`src/rtl/step_scheduler.sv`:
```
// Snake game step pacer: divides prescaler ticks into game steps and
// runs a step_req/step_ack handshake, with speed levels driven by food.
module step_scheduler #(
    parameter logic [15:0] BASE_PERIOD     = 16'd10000,
    parameter logic [15:0] LEVEL_DEC       = 16'd1000,
    parameter logic [15:0] MIN_PERIOD      = 16'd2000,
    parameter int unsigned LEVEL_W         = 3,
    parameter int unsigned FOODS_PER_LEVEL = 4
) (
    input  logic               clk,
    input  logic               rst,
    input  logic               tick_in,
    input  logic               start,
    input  logic               pause,
    input  logic               food_eaten,
    input  logic               game_over,
    input  logic               step_ack,
    output logic               presc_en,
    output logic               step_req,
    output logic [LEVEL_W-1:0] level,
    output logic [2:0]         state_dbg,
    output logic               missed_step
);

    localparam int unsigned FOOD_W =
        (FOODS_PER_LEVEL > 1) ? $clog2(FOODS_PER_LEVEL) : 1;
    localparam logic [FOOD_W-1:0]  FOOD_LAST = FOOD_W'(FOODS_PER_LEVEL - 1);
    localparam logic [LEVEL_W-1:0] LEVEL_MAX = '1;

    typedef enum logic [2:0] {
        IDLE     = 3'd0,
        RUN      = 3'd1,
        WAIT_ACK = 3'd2,
        PAUSED   = 3'd3,
        OVER     = 3'd4
    } state_t;

    // Wide arithmetic so a large level never underflows the period.
    function automatic logic [15:0] calc_period(input logic [LEVEL_W-1:0] lvl);
        logic [31:0] dec;
        logic [31:0] span;
        dec  = 32'(lvl) * 32'(LEVEL_DEC);
        span = 32'(BASE_PERIOD) - 32'(MIN_PERIOD);
        if (dec >= span) calc_period = MIN_PERIOD;
        else             calc_period = BASE_PERIOD - dec[15:0];
    endfunction

    state_t             state_q, state_d;
    logic               step_req_q, step_req_d;
    logic               missed_q, missed_d;
    logic [LEVEL_W-1:0] level_q, level_d;
    logic [FOOD_W-1:0]  food_q, food_d;
    logic [15:0]        tick_q, tick_d;
    logic [15:0]        period_q, period_d;
    logic               do_init;
    logic               count_food;
    logic               last_tick;

    always_ff @(posedge clk) begin
        if (rst) begin
            state_q    <= IDLE;
            step_req_q <= 1'b0;
            missed_q   <= 1'b0;
            level_q    <= '0;
            food_q     <= '0;
            tick_q     <= '0;
            period_q   <= calc_period('0);
        end else begin
            state_q    <= state_d;
            step_req_q <= step_req_d;
            missed_q   <= missed_d;
            level_q    <= level_d;
            food_q     <= food_d;
            tick_q     <= tick_d;
            period_q   <= period_d;
        end
    end

    always_comb begin
        state_d    = state_q;
        step_req_d = step_req_q;
        missed_d   = missed_q;
        level_d    = level_q;
        food_d     = food_q;
        tick_d     = tick_q;
        period_d   = period_q;
        do_init    = 1'b0;
        count_food = 1'b0;
        // >= rather than == so a shorter newly latched period still fires.
        last_tick  = (tick_q >= (period_q - 16'd1));

        unique case (state_q)
            IDLE: begin
                if (start) do_init = 1'b1;
            end
            RUN: begin
                if (game_over) begin
                    state_d = OVER;
                end else if (start) begin
                    do_init = 1'b1;
                end else begin
                    count_food = 1'b1;
                    if (pause) begin
                        state_d = PAUSED;
                    end else if (tick_in) begin
                        if (last_tick) begin
                            tick_d     = '0;
                            step_req_d = 1'b1;
                            state_d    = WAIT_ACK;
                        end else begin
                            tick_d = tick_q + 16'd1;
                        end
                    end
                end
            end
            WAIT_ACK: begin
                if (game_over) begin
                    state_d    = OVER;
                    step_req_d = 1'b0;
                end else if (start) begin
                    do_init = 1'b1;
                end else begin
                    count_food = 1'b1;
                    if (step_ack) begin
                        step_req_d = 1'b0;
                        period_d   = calc_period(level_q);
                        state_d    = RUN;
                        if (tick_in) tick_d = last_tick ? '0 : tick_q + 16'd1;
                    end else if (tick_in) begin
                        if (last_tick) begin
                            missed_d = 1'b1;
                            tick_d   = '0;
                        end else begin
                            tick_d = tick_q + 16'd1;
                        end
                    end
                end
            end
            PAUSED: begin
                if (game_over)   state_d = OVER;
                else if (start)  do_init = 1'b1;
                else if (!pause) state_d = RUN;
            end
            OVER: begin
                step_req_d = 1'b0;
                if (start) do_init = 1'b1;
            end
            default: state_d = IDLE;
        endcase

        if (count_food && food_eaten) begin
            if (food_q == FOOD_LAST) begin
                food_d = '0;
                if (level_q != LEVEL_MAX) level_d = level_q + 1'b1;
            end else begin
                food_d = food_q + 1'b1;
            end
        end

        if (do_init) begin
            state_d    = RUN;
            step_req_d = 1'b0;
            missed_d   = 1'b0;
            level_d    = '0;
            food_d     = '0;
            tick_d     = '0;
            period_d   = calc_period('0);
        end
    end

    assign presc_en    = (state_q == RUN) || (state_q == WAIT_ACK);
    assign step_req    = step_req_q;
    assign level       = level_q;
    assign state_dbg   = state_q;
    assign missed_step = missed_q;

endmodule

```
`config.mk`:
```
export PLATFORM = sky130hd
export DESIGN_NAME = step_scheduler
export DESIGN_NICKNAME = d
export VERILOG_FILES = /design/src/rtl/step_scheduler.sv
export SDC_FILE = /design/constraint.sdc
export NUM_CORES = 1
export LEC_CHECK = 0
export ABC_AREA = 1
export BUFFER_PORTS_ARGS = -buffer_cell sky130_fd_sc_hd__clkbuf_2
export CORE_MARGIN = 1
export CORE_UTILIZATION = 62
export DETAILED_ROUTE_END_ITERATION = 6
export PLACE_DENSITY = 0.82
export SLEW_MARGIN = 15
export SYNTH_ARGS = -nofsm -noshare
export SYNTH_HDL_FRONTEND = slang
export SYNTH_SLANG_ARGS = --single-unit
```
`constraint.sdc`:
```
create_clock -name clk -period 3.4 [get_ports clk]
set_input_delay 0.17 -clock clk [delete_from_list [all_inputs] [get_ports clk]]
set_output_delay 0.17 -clock clk [all_outputs]
set_load 0.05 [all_outputs]
```
---- After elaboration in Yosys (flattened, before gate mapping) ----
Cells that the tools add are included.
operators by class
  add/sub/neg operators ................... 5
  multipliers ............................. 1
  magnitude comparators ................... 2
  equality and inequality tests ........... 28
  mux-type cells .......................... 38
  reductions and logical operators ........ 16
  bitwise logic cells ..................... 4
operator list
  kind                    count
  $mux 16                 8
  $mux 3                  11
  $pmux 16 s2             1
  $ne 4x4->1 const B      7
  $reduce_and 8->1        3
  $ne 3x3->1 const B      6
  $add 16x1->16 const B   1
  $ge 16x16->1            1
  $sub 16x1->16 const B   1
  $sub 14x13->15 const A  1
  $mux 1                  14
  $ne 2x2->1 const B      7
  $ge 13x13->1 const B    1
  $pmux 3 s4              1
  $reduce_and 6->1        2
  $mul 3x7->10 const B    1
  $ne 5x5->1 const B      2
  $eq 3x2->1 const B      2
  $reduce_or 2->1         3
  $not 1->1               4
  $reduce_and 4->1        1
  $add 3x1->3 const B     1
  $eq 3x1->1 const B      1
  $eq 3x3->1 const B      1
  other kinds (13)        13
storage, ports and cells
  word-level logic and storage cells ...... 102
  output and inout bits ................... 9
  bits in registers ....................... 42
  input bits .............................. 8

---- Logic depth before layout (Yosys ltp) ----
Gate-level depths: netlist of the first run.
  word-level depth ........................ 9
  depth in mapped cells ................... 19

---- Worst setup path before layout of the first run ----
Ideal clock, no wire load.
  path type ............................... reg2reg
  start point ............................. register level_q[1], in the netlist level[1]
  end point ............................... register period_q[5]
  period minus slack after synthesis ...... 3.213 ns
  setup slack ............................. 0.187 ns
  data arrival time ....................... 3.093 ns
  library setup time ...................... 0.119 ns
  stages on the path, launching flop included .. 13
  cell sequence ........................... dfxtp_1 > inv_1 > ha_1 > ha_1 > inv_1 > fa_1 > fa_1 > xnor2_1 > nand3b_1 > nor2_1 > nand3_1 > nand3b_1 > a21oi_1
between the ends
  longest elaborated chain between the ends .. 3
ends and longest elaborated chain
  element                                                line    text
  start, declared                                        51      logic [LEVEL_W-1:0] level_q, level_d;
  start signal, assigned                                 72      level_q <= level_d;
  $mul 3x7->10 (*)                                       42      dec = 32'(lvl) * 32'(LEVEL_DEC);
  $sub 14x13->15 / $ge 13x13->1 (equally long branches)  45, 44
  $mux 16 (*)                                            44      if (dec >= span) calc_period = MIN_PERIOD;
  end signal, assigned                                   67      period_q <= calc_period('0);
  end signal, assigned                                   75      period_q <= period_d;
  end, declared                                          54      logic [15:0] period_q, period_d;
Mark *: on every way between the ends. The rest lies on a longest branch, timed or not.
A chain may end at the register's enable or synchronous reset.

---- Final worst setup path of the first run ----
  start point ............................. register level_q[0], in the netlist level[0]
  end point ............................... register period_q[9]
The elaborated chain is that of the path after synthesis.

==> qor.txt, run 1 <==
First-pass GRT wire length - 10,950 um
Pin count of the biggest net entering global routing - 20
Net Switching - 0.2586 mW
Post-CTS resize count - 0
Flop-to-flop setup slack - 310 ps
Largest family of logic cells by synthesized area - simple AND/OR/NAND/NOR gates
Share of layout cells above drive strength 1 - 0.09821
Synth unique cells - 31
Slew HR - 0.6177
Pint - 0.6112 mW
Via count - 2,759
Comb power frac - 0.133
Mux cell area share after synthesis - 0
GRT overflow - 0
CP endpoint kind - flip-flop
Synthesized net count - 469
Vias per cell - 5.518
Tcrit/Tclk final - 0.9091
Flop pwr share - 0.512
Hold_sp - rst
Core box area - 0.004444 sq mm
CP peak stage delay - 530 ps
Simple-gate share of the synthesized area - 0.3306
Avg Cell Area, Syn - 6.819 sq um
Row count - 24
Total Power - 0.8698 mW
P_leak - 1.397 nW
Critical path's top delay family - adder cells
Synthesis-to-layout area growth - 6.844%
Crit path max fanout - 9
Post-CTS Setup Inserts - 0
Yosys reg bits - 37
Synth Area in Compound Gates - 0.1155
CTS Hold Bufs - 0
Hold Crit Class - in -> reg
XOR/XNOR Fraction of Synth Area - 0.05988
Status - completed
Clk sink count - 37
Setup crit start kind - flip-flop
Synthesized area - 0.002925 sq mm
Critical Path RT - 3580 ps
Die area - 0.004997 sq mm
Placer's final routability congestion estimate - 0.9032
Final hold violation count - 0
Total routed wirelength - 6287 um
CP bufs+invs - 2
# setup viols final - 0
F_max - 323.5 MHz
Die Span X - 70.69 um
Clock power frac - 0.354
Port bufs - 16
CTS root buffer - clkbuf_8
Sw Ratio - 0.2974
Slowest cell on crit path - fa_1
Clk_lat worst skew - 300 ps
Critical Path, Cell by Cell - inv_1 -> ha_1 -> ha_1 -> inv_1 -> fa_1 -> fa_1 -> o21ai_0 -> a31oi_1 -> nor2_1 -> nand3_2 -> nand3_1 -> o21ai_0 -> nand2_1
Max-Cap Viols - 0
Reg clk slew, reported paths - 70 ps
Filler instances - 388
Initial drt markers - 156
Post-Synthesis Cells - 429
Max Clock Skew - 9.322 ps
Reg2reg start - level[0]
IO Count - 17
Vias in the first global route - 2,624
Initial antenna violation count - 0
Worst-Margin Slew - 571.6 ps
Ys Warns - 0
Crit path from - level[0]
Die Span Y - 70.69 um
First-pass detailed-route iteration total - 4
Initial core utilization - 0.6582
Drc violations - 0
Antenna cells - 0
Crit Path Class - reg -> reg
Pwr dens - 278.3 mW/mm^2
Longest Clk Path Bufs - 2
VDD IR max - 0.1997 mV
Final Max Slew Viols - 0
Fin crit period - 3091 ps
Sequential share of the synthesized area - 0.2532
Total CTS buffers - 5
Synthesized-area fraction occupied by adder cells - 0.1471
Routed length per instance - 12.57 um
Final ANT Viol Nets - 0
Critical path arrival - 3270 ps
H-tree levels - 2
RSZ-0062 raised after global routing - false
Detailed Place HPWL - 4772 um
Nets@finish - 487
Setup TNS Final - 0 ps
Total Routing Usage GR - 0.2729
CTS tree - built
## worst paths after layout
path | cells after the start | endpoint
min reg2reg | 2 | missed_step
max | 13 | period_q[9]
max reg2reg | 13 | period_q[9]
min | 2 | state_dbg[0]
## flip-flops by register name, summed over array words and instances (netlist names)
name         cells
tick_q          16
period_q        11
state_dbg        3
step_req         1
missed_step      1
level            3
food_q           2
## cell usage after synthesis
master | number | area (sq um)
buf_4 | 1 | 7.510
inv_1 | 57 | 214.0
nor3b_1 | 1 | 7.510
nor2_1 | 51 | 191.4
a31oi_1 | 4 | 25.02
nand3_4 | 2 | 35.03
nand4_1 | 15 | 93.84
xor2_1 | 15 | 131.4
o21ai_0 | 23 | 115.1
ha_1 | 28 | 350.3
nand3b_1 | 4 | 30.03
nor3_1 | 11 | 55.05
nand3_2 | 1 | 10.01
dfxtp_1 | 37 | 740.7
fa_1 | 4 | 80.08
a21oi_1 | 31 | 155.2
or2_2 | 1 | 6.260
nor3_4 | 2 | 32.53
o21ai_2 | 2 | 17.52
buf_2 | 3 | 15.01
a211oi_1 | 1 | 7.510
inv_2 | 7 | 26.28
xnor2_1 | 5 | 43.79
nand3_1 | 28 | 140.1
o211a_1 | 1 | 10.01
nand2_4 | 1 | 11.26
buf_6 | 1 | 11.26
a21o_1 | 1 | 7.510
nor2_2 | 2 | 12.51
nand2_1 | 88 | 330.3
nor2_4 | 1 | 11.26
## routing by layer
layer / vias up / part of all wire / GRT usage
li1: 1439 / - / -
met3: 14 / 0.032 / 0.06838
met4: 0 / 0.018 / 0.09556
met5: - / 0 / 0
met2: 53 / 0.48 / 0.4701
met1: 1253 / 0.47 / 0.3313
## area by class of cell
| class | count | area, sq um | share of cell area |
|---|---|---|---|
| Multi-Input combinational cell | 323 | 1916 | 0.6129 |
| Sequential cell | 37 | 742.0 | 0.2374 |
| Inverter | 64 | 240.2 | 0.07686 |
| Timing Repair Buffer | 16 | 80.08 | 0.02562 |
| Clock buffer | 6 | 72.57 | 0.02322 |
| Tap cell | 52 | 65.06 | 0.02082 |
| Clock inverter | 2 | 10.01 | 0.003203 |
## through the flow
stage	instances	cell area, sq um	utilization	worst slack (ps)	hold WS (ps)
2_1_floorplan	429	2925	-	187.3	242.4
3_3_place_gp	492	3037	0.6833	346.2	388.0
3_5_place_dp	492	3037	0.6833	227.1	387.4
4_1_cts	500	3119	0.7019	235.0	66.69
5_1_grt	500	3126	0.7033	59.86	66.37
6_report	500	3126	0.7033	309.1	73.16
## power by group through the flow
stage	Combinational (mW)	Clock, mW	Sequential [mW]
finish	0.116	0.308	0.446
global route	0.127	0.334	0.446
CTS	0.115	0.311	0.446
detailed placement	0.115	0	0.456
global placement	0.113	0	0.455
floorplan	0.0787	0	0.468
## kinds of logic (layout without fill, tap and decap cells)
logic type | after synthesis | after routing
buffers and inverters | 69 | 88
AO/OA/AOI/OAI | 63 | 63
XOR/XNOR | 20 | 20
AND/OR/NAND/NOR | 208 | 208
flip-flops | 37 | 37
adder cells (fa/ha/maj) | 32 | 32
## placed cells by master (no fill, tap or decap), types with 2 or more instances in the layout
master | synthesis | routed
a21oi_1 | 31 | 31
a31oi_1 | 4 | 4
clkbuf_2 | 0 | 16
clkbuf_8 | 0 | 5
clkinv_2 | 0 | 2
dfxtp_1 | 37 | 36
fa_1 | 4 | 4
ha_1 | 28 | 28
inv_1 | 57 | 57
inv_2 | 7 | 7
nand2_1 | 88 | 88
nand3_1 | 28 | 27
nand3_2 | 1 | 2
nand3_4 | 2 | 2
nand3b_1 | 4 | 4
nand4_1 | 15 | 15
nor2_1 | 51 | 51
nor2_2 | 2 | 2
nor3_1 | 11 | 11
nor3_4 | 2 | 2
o21ai_0 | 23 | 23
o21ai_2 | 2 | 2
xnor2_1 | 5 | 5
xor2_1 | 15 | 15
Note: power is estimated with default switching activity, not from simulation.
==> run 2, diff against run 1 <==
- CORE_UTILIZATION: 62 -> 50
- PLACE_DENSITY: 0.82 -> 0.68
==> run 2 against run 1 <==
Combinational power about the same; non-clock buffer count did not move; global-route usage fell by 4.6 points; setup slack better by 37 ps; die area grew 23%; wire length is essentially flat; core utilization shrank 14 points; first-iteration DRC count down 31%; flip-flop and latch count stayed put; critical path type unchanged; critical endpoint is now period_q[5].
==> qor.txt, run 2 (synthesized netlist as in run 1, its figures left out) <==
Detailed Place HPWL - 4911 um
DP Cell Count - 512
Pwr dens - 271.8 mW/mm^2
Dpl cell area - 0.003062 sq mm
P_leak - 1.391 nW
Commonest non-fill, non-tap cell in the layout - nand2_1
GRT overflow - 0
Die Span Y - 78.49 um
Commonest cells after routing, fill and taps aside - nand2_1 (88), inv_1 (57), nor2_1 (51)
Max Clock Skew - 8.114 ps
Most flop-heavy register - tick_q
Routed length per instance - 12.08 um
Comb power frac - 0.134
Reg clk slew, reported paths - 70 ps
Crit path max fanout - 9
Setup crit start kind - flip-flop
Pin count of the biggest net entering global routing - 20
Synthesis-to-layout area growth - 7.613%
Setup TNS Final - 0 ps
Core box area - 0.005574 sq mm
Clk_lat worst skew - 280 ps
VDD IR max - 0.2437 mV
CTS Hold Bufs - 0
Initial drt markers - 107
Via count - 2,739
Port bufs - 16
Finished layout cell area - 0.003148 sq mm
H-tree levels - 2
Worst-Margin Slew - 576.7 ps
Drc violations - 0
Status - completed
Die Span X - 78.49 um
Dpl ws - 215.0 ps
Critical path's top delay family - adder cells
Vias per cell - 5.267
Row count - 27
Placer's final routability congestion estimate - 0.8798
First-pass GRT wire length - 11,320 um
First-pass detailed-route iteration total - 4
Hold_sp - rst
Antenna cells - 0
Slew HR - 0.6143
Post-CTS resize count - 0
F_max - 327.4 MHz
Fin crit period - 3054 ps
Total Routing Usage GR - 0.2271
Hold Crit Class - in -> reg
Critical Path, Cell by Cell - inv_1 -> ha_1 -> ha_1 -> inv_1 -> fa_1 -> fa_1 -> xnor2_1 -> nand3b_1 -> nor2_1 -> nand3_2 -> nand3b_1 -> a21oi_1
Initial core utilization - 0.5248
Hold Slack - 92.82 ps
# setup viols final - 0
Worst setup margin - 345.8 ps
Final hold violation count - 0
Total routed wirelength - 6283 um
Die area - 0.006161 sq mm
Sw Ratio - 0.2815
Max-Cap Viols - 0
Post-CTS Setup Inserts - 0
Reg area - 742.0 sq um
Total Power - 0.8557 mW
Filler instances - 558
CP peak stage delay - 470 ps
Post-layout util - 0.5648
Final ANT Viol Nets - 0
Slowest cell on crit path - dfxtp_1
Share of layout cells above drive strength 1 - 0.09375
Nets@finish - 487
Critical path arrival - 3200 ps
Clk sink count - 37
CTS tree - built
CP bufs+invs - 2
Initial antenna violation count - 0
CTS root buffer - clkbuf_8
Tcrit/Tclk final - 0.8983
RSZ-0062 raised after global routing - false
Longest Clk Path Bufs - 2
Multi-input logic area - 0.001916 sq mm
Clock power frac - 0.345
Crit path from - level[0]
Final Max Slew Viols - 0
Reg2reg start - level[0]
Max reg flops - 16
Total CTS buffers - 5
Crit Path Class - reg -> reg
IO Count - 17
Critical Path RT - 3550 ps
Fin cells - 520
CP endpoint kind - flip-flop
Pint - 0.6148 mW
Vias in the first global route - 2,607
Flop pwr share - 0.521
Net Switching - 0.2409 mW
Largest regs - tick_q x16, period_q x11
-- run 2: cell types whose count changed in the layout (fill, tap and decap cells not counted), sizes merged --
| cell | delta |
|---|---|
| clkbuf | +2 |
| clkinv | -2 |
-- run 2: final timing paths --
check                           depth (start not counted)  slack [ps]      endpoint
worst max-delay path                                   12         350   period_q[5]
worst min-delay path                                    2          90  state_dbg[0]
worst max register to register                         12         350   period_q[5]
worst min register to register                          2         480   missed_step
-- run 2: layout make-up --
class	count	share of cell area
timing repair buffer	16	0.02544
tap	72	0.02862
inverter	64	0.07631
sequential	37	0.2357
clock buffer	8	0.02544
multi-input combinational	323	0.6085
-- run 2: power by group through the flow --
stage | Sequential (mW) | Combinational, mW | Clock (mW)
floorplan | 0.468 | 0.0787 | 0
global placement | 0.456 | 0.114 | 0
detailed placement | 0.456 | 0.115 | 0
CTS | 0.446 | 0.115 | 0.306
global route | 0.446 | 0.128 | 0.325
finish | 0.446 | 0.115 | 0.295
-- run 2: layer usage --
metal	up-vias	global-route usage	part of all wire	wire, um
li1	1435	-	-	-
met2	40	0.3939	0.48	3043
met5	-	0	0	0
met3	7	0.04070	0.030	190
met1	1257	0.2860	0.48	2998
met4	0	0.06481	0.0080	50
-- run 2: worst reg2reg max path, cell delays in order, from the launching register on --
cell      delay [ps]
dfxtp_1          470
inv_1            160
ha_1             360
ha_1             190
inv_1             60
fa_1             410
fa_1             390
xnor2_1          220
nand3b_1         130
nor2_1           140
nand3_2          190
nand3b_1         150
a21oi_1           70
==> run 3, diff against run 2 <==
- ABC_AREA: 1 -> 0
- PLACE_DENSITY: 0.68 -> 0.69
- REMOVE_ABC_BUFFERS: default -> 1
==> run 3 against run 2 <==
Worst hold slack better by 120 ps; die area decreased by 9.5%; area after synthesis is 9.7% lower; clock power increased by 2%; flip-flop and latch count is the same; core utilization down 0.42 points; sequential power up 2%; setup slack lost 130 ps; wire length decreased by 17%; total power rose by 4.6%; critical path type unchanged; critical endpoint is now period_q[3]; largest power group unchanged.
==> qor.txt, run 3 <==
Status - completed
Worst R2R End - period_q[3]
Drc violations - 0
Antenna cells - 0
Commonest cells in the netlist - dfxtp_1 (37), nor2_1 (29), ha_1 (28)
Initial antenna violation count - 0
Final Max Slew Viols - 0
Yosys reg bits - 37
Pwr dens - 312.7 mW/mm^2
Longest Clk Path Bufs - 2
Setup TNS Final - 0 ps
Dominant synthesized flop cell - dfxtp_1
R2R cell count - 11
Yosys top cell by area - dfxtp_1
Sequential share of the synthesized area - 0.2804
Worst-Margin Slew - 565.2 ps
CP endpoint kind - flip-flop
Final hold violation count - 0
Synth unique cells - 57
Initial drt markers - 103
Avg Cell Area, Syn - 8.660 sq um
Core box area - 0.005107 sq mm
Post-CTS Setup Inserts - 0
H-tree levels - 2
Crit path max fanout - 9
Max-Cap Viols - 0
VDD IR max - 0.2154 mV
Slew HR - 0.6209
# setup viols final - 0
Max reg flops - 16
Crit path from - level[1]
Placer's final routability congestion estimate - 0.8290
CTS tree - built
Vias per cell - 5.600
Comb power frac - 0.154
IO Count - 17
Nets@finish - 360
Ys Warns - 0
Hold depth - 3
Final ANT Viol Nets - 0
Reg clk slew, reported paths - 70 ps
Pin count of the biggest net entering global routing - 17
Setup crit start kind - flip-flop
Flop-to-flop setup slack - 220 ps
Total Routing Usage GR - 0.2095
Clk sink count - 37
Row count - 26
Post-Synthesis Cells - 305
Reg2reg start - level[1]
RSZ-0062 raised after global routing - false
First-pass GRT wire length - 8873 um
Pint - 0.6487 mW
Max Clock Skew - 3.345 ps
EDFF count, synth - 0
Total routed wirelength - 5191 um
Synth top area cells - dfxtp_1 (28%), ha_1 (13%), xor2_1 (5.0%), a21oi_1 (4.2%), nor2_1 (4.1%)
Critical path arrival - 3360 ps
P_leak - 1.139 nW
Die area - 0.005577 sq mm
Asr flop ratio synth - 0
Via count - 2,184
Commonest non-fill, non-tap cell in the layout - dfxtp_1
Top-count cell post-synth - dfxtp_1
Clk_lat worst skew - 290 ps
Die Span X - 74.68 um
Tcrit/Tclk final - 0.9358
Post-CTS resize count - 0
Die Span Y - 74.68 um
Crit Path Class - reg -> reg
Most flop-heavy register - tick_q
Vias in the first global route - 2,018
Port bufs - 16
Routed length per instance - 13.31 um
Clock power frac - 0.337
Fin crit period - 3182 ps
Net Switching - 0.2463 mW
Hold Slack - 209.2 ps
Synthesized area - 0.002641 sq mm
Critical path endpoint - period_q[3]
F_max - 314.3 MHz
Initial core utilization - 0.5171
Top cell type's share of synthesized area - 0.2804
CTS root buffer - clkbuf_8
Hold Crit Class - in -> reg
GRT overflow - 0
Detailed Place HPWL - 4064 um
Largest regs - tick_q x16, period_q x11
Share of layout cells above drive strength 1 - 0.1000
Synthesis-to-layout area growth - 8.385%
Sw Ratio - 0.2752
Commonest cells after routing, fill and taps aside - dfxtp_1 (37), nor2_1 (29), ha_1 (28)
Flop pwr share - 0.508
First-pass detailed-route iteration total - 4
Total CTS buffers - 5
Critical Path RT - 3580 ps
CTS Hold Bufs - 0
==> run 3: area by class of cell <==
class                           instances  area (sq um)
Fill cell                             484          2245
Multi-Input combinational cell        244          1800
Sequential cell                        37         740.7
Timing Repair Buffer                   18         95.09
Tap cell                               70         87.58
Clock buffer                            7         86.33
Inverter                               14         52.55
==> run 3: metrics by stage <==
step                      utilization  power [mW]  setup WS, ps  std cells  instance area (sq um)
after CTS                      0.5605      0.9036         230.7        390                   2863
after floorplan                     -      0.5680         81.60        295                   2594
after global placement         0.5436      0.6024         342.4        383                   2776
after detailed placement       0.5436      0.6031         232.0        383                   2776
final                          0.5605      0.8951         218.1        390                   2863
after global routing           0.5605      0.9370         5.613        390                   2863
==> run 3: worst min-delay path by stage <==
stage / startpoint / end / slack, ps
3_5_place_dp: missed_step / missed_step / 460
5_1_grt: tick_in / step_req / 240
4_1_cts: tick_in / step_req / 210
6_report: tick_in / step_req / 210
3_3_place_gp: missed_step / missed_step / 450
2_1_floorplan: tick_in / step_req / 380
==> run 3: per-layer routing <==
metal,share of wire,GRT usage,vias up
met4,0.010,0.06289,0
met5,0,0,-
met2,0.49,0.3734,31
li1,-,-,1141
met1,0.47,0.2529,1007
met3,0.029,0.04418,5
==> run 3: cell families after synthesis <==
family                   share of synthesized area
AND/OR/NAND/NOR                             0.2231
AO/OA/AOI/OAI                               0.1810
flip-flops                                  0.2804
adder cells (fa/ha/maj)                     0.1630
XOR/XNOR                                   0.08622
buffers and inverters                      0.03789
multiplexers                               0.02842
==> run 3: critical path, stage by stage (launching register included) <==
cell and delay (ps):
dfxtp_1 530, inv_1 140, ha_1 360, ha_1 180
inv_1 50, fa_1 400, fa_1 510, o21ai_0 230
a41o_1 250, a31oi_1 90, buf_4 170, a22o_1 170
==> run 3: power groups by stage <==
stage / Clock [mW] / Combinational [mW] / Sequential, mW
6_report: 0.302 / 0.138 / 0.455
5_1_grt: 0.329 / 0.151 / 0.457
4_1_cts: 0.310 / 0.138 / 0.455
3_5_place_dp: 0 / 0.138 / 0.465
3_3_place_gp: 0 / 0.137 / 0.466
2_1_floorplan: 0 / 0.0901 / 0.478
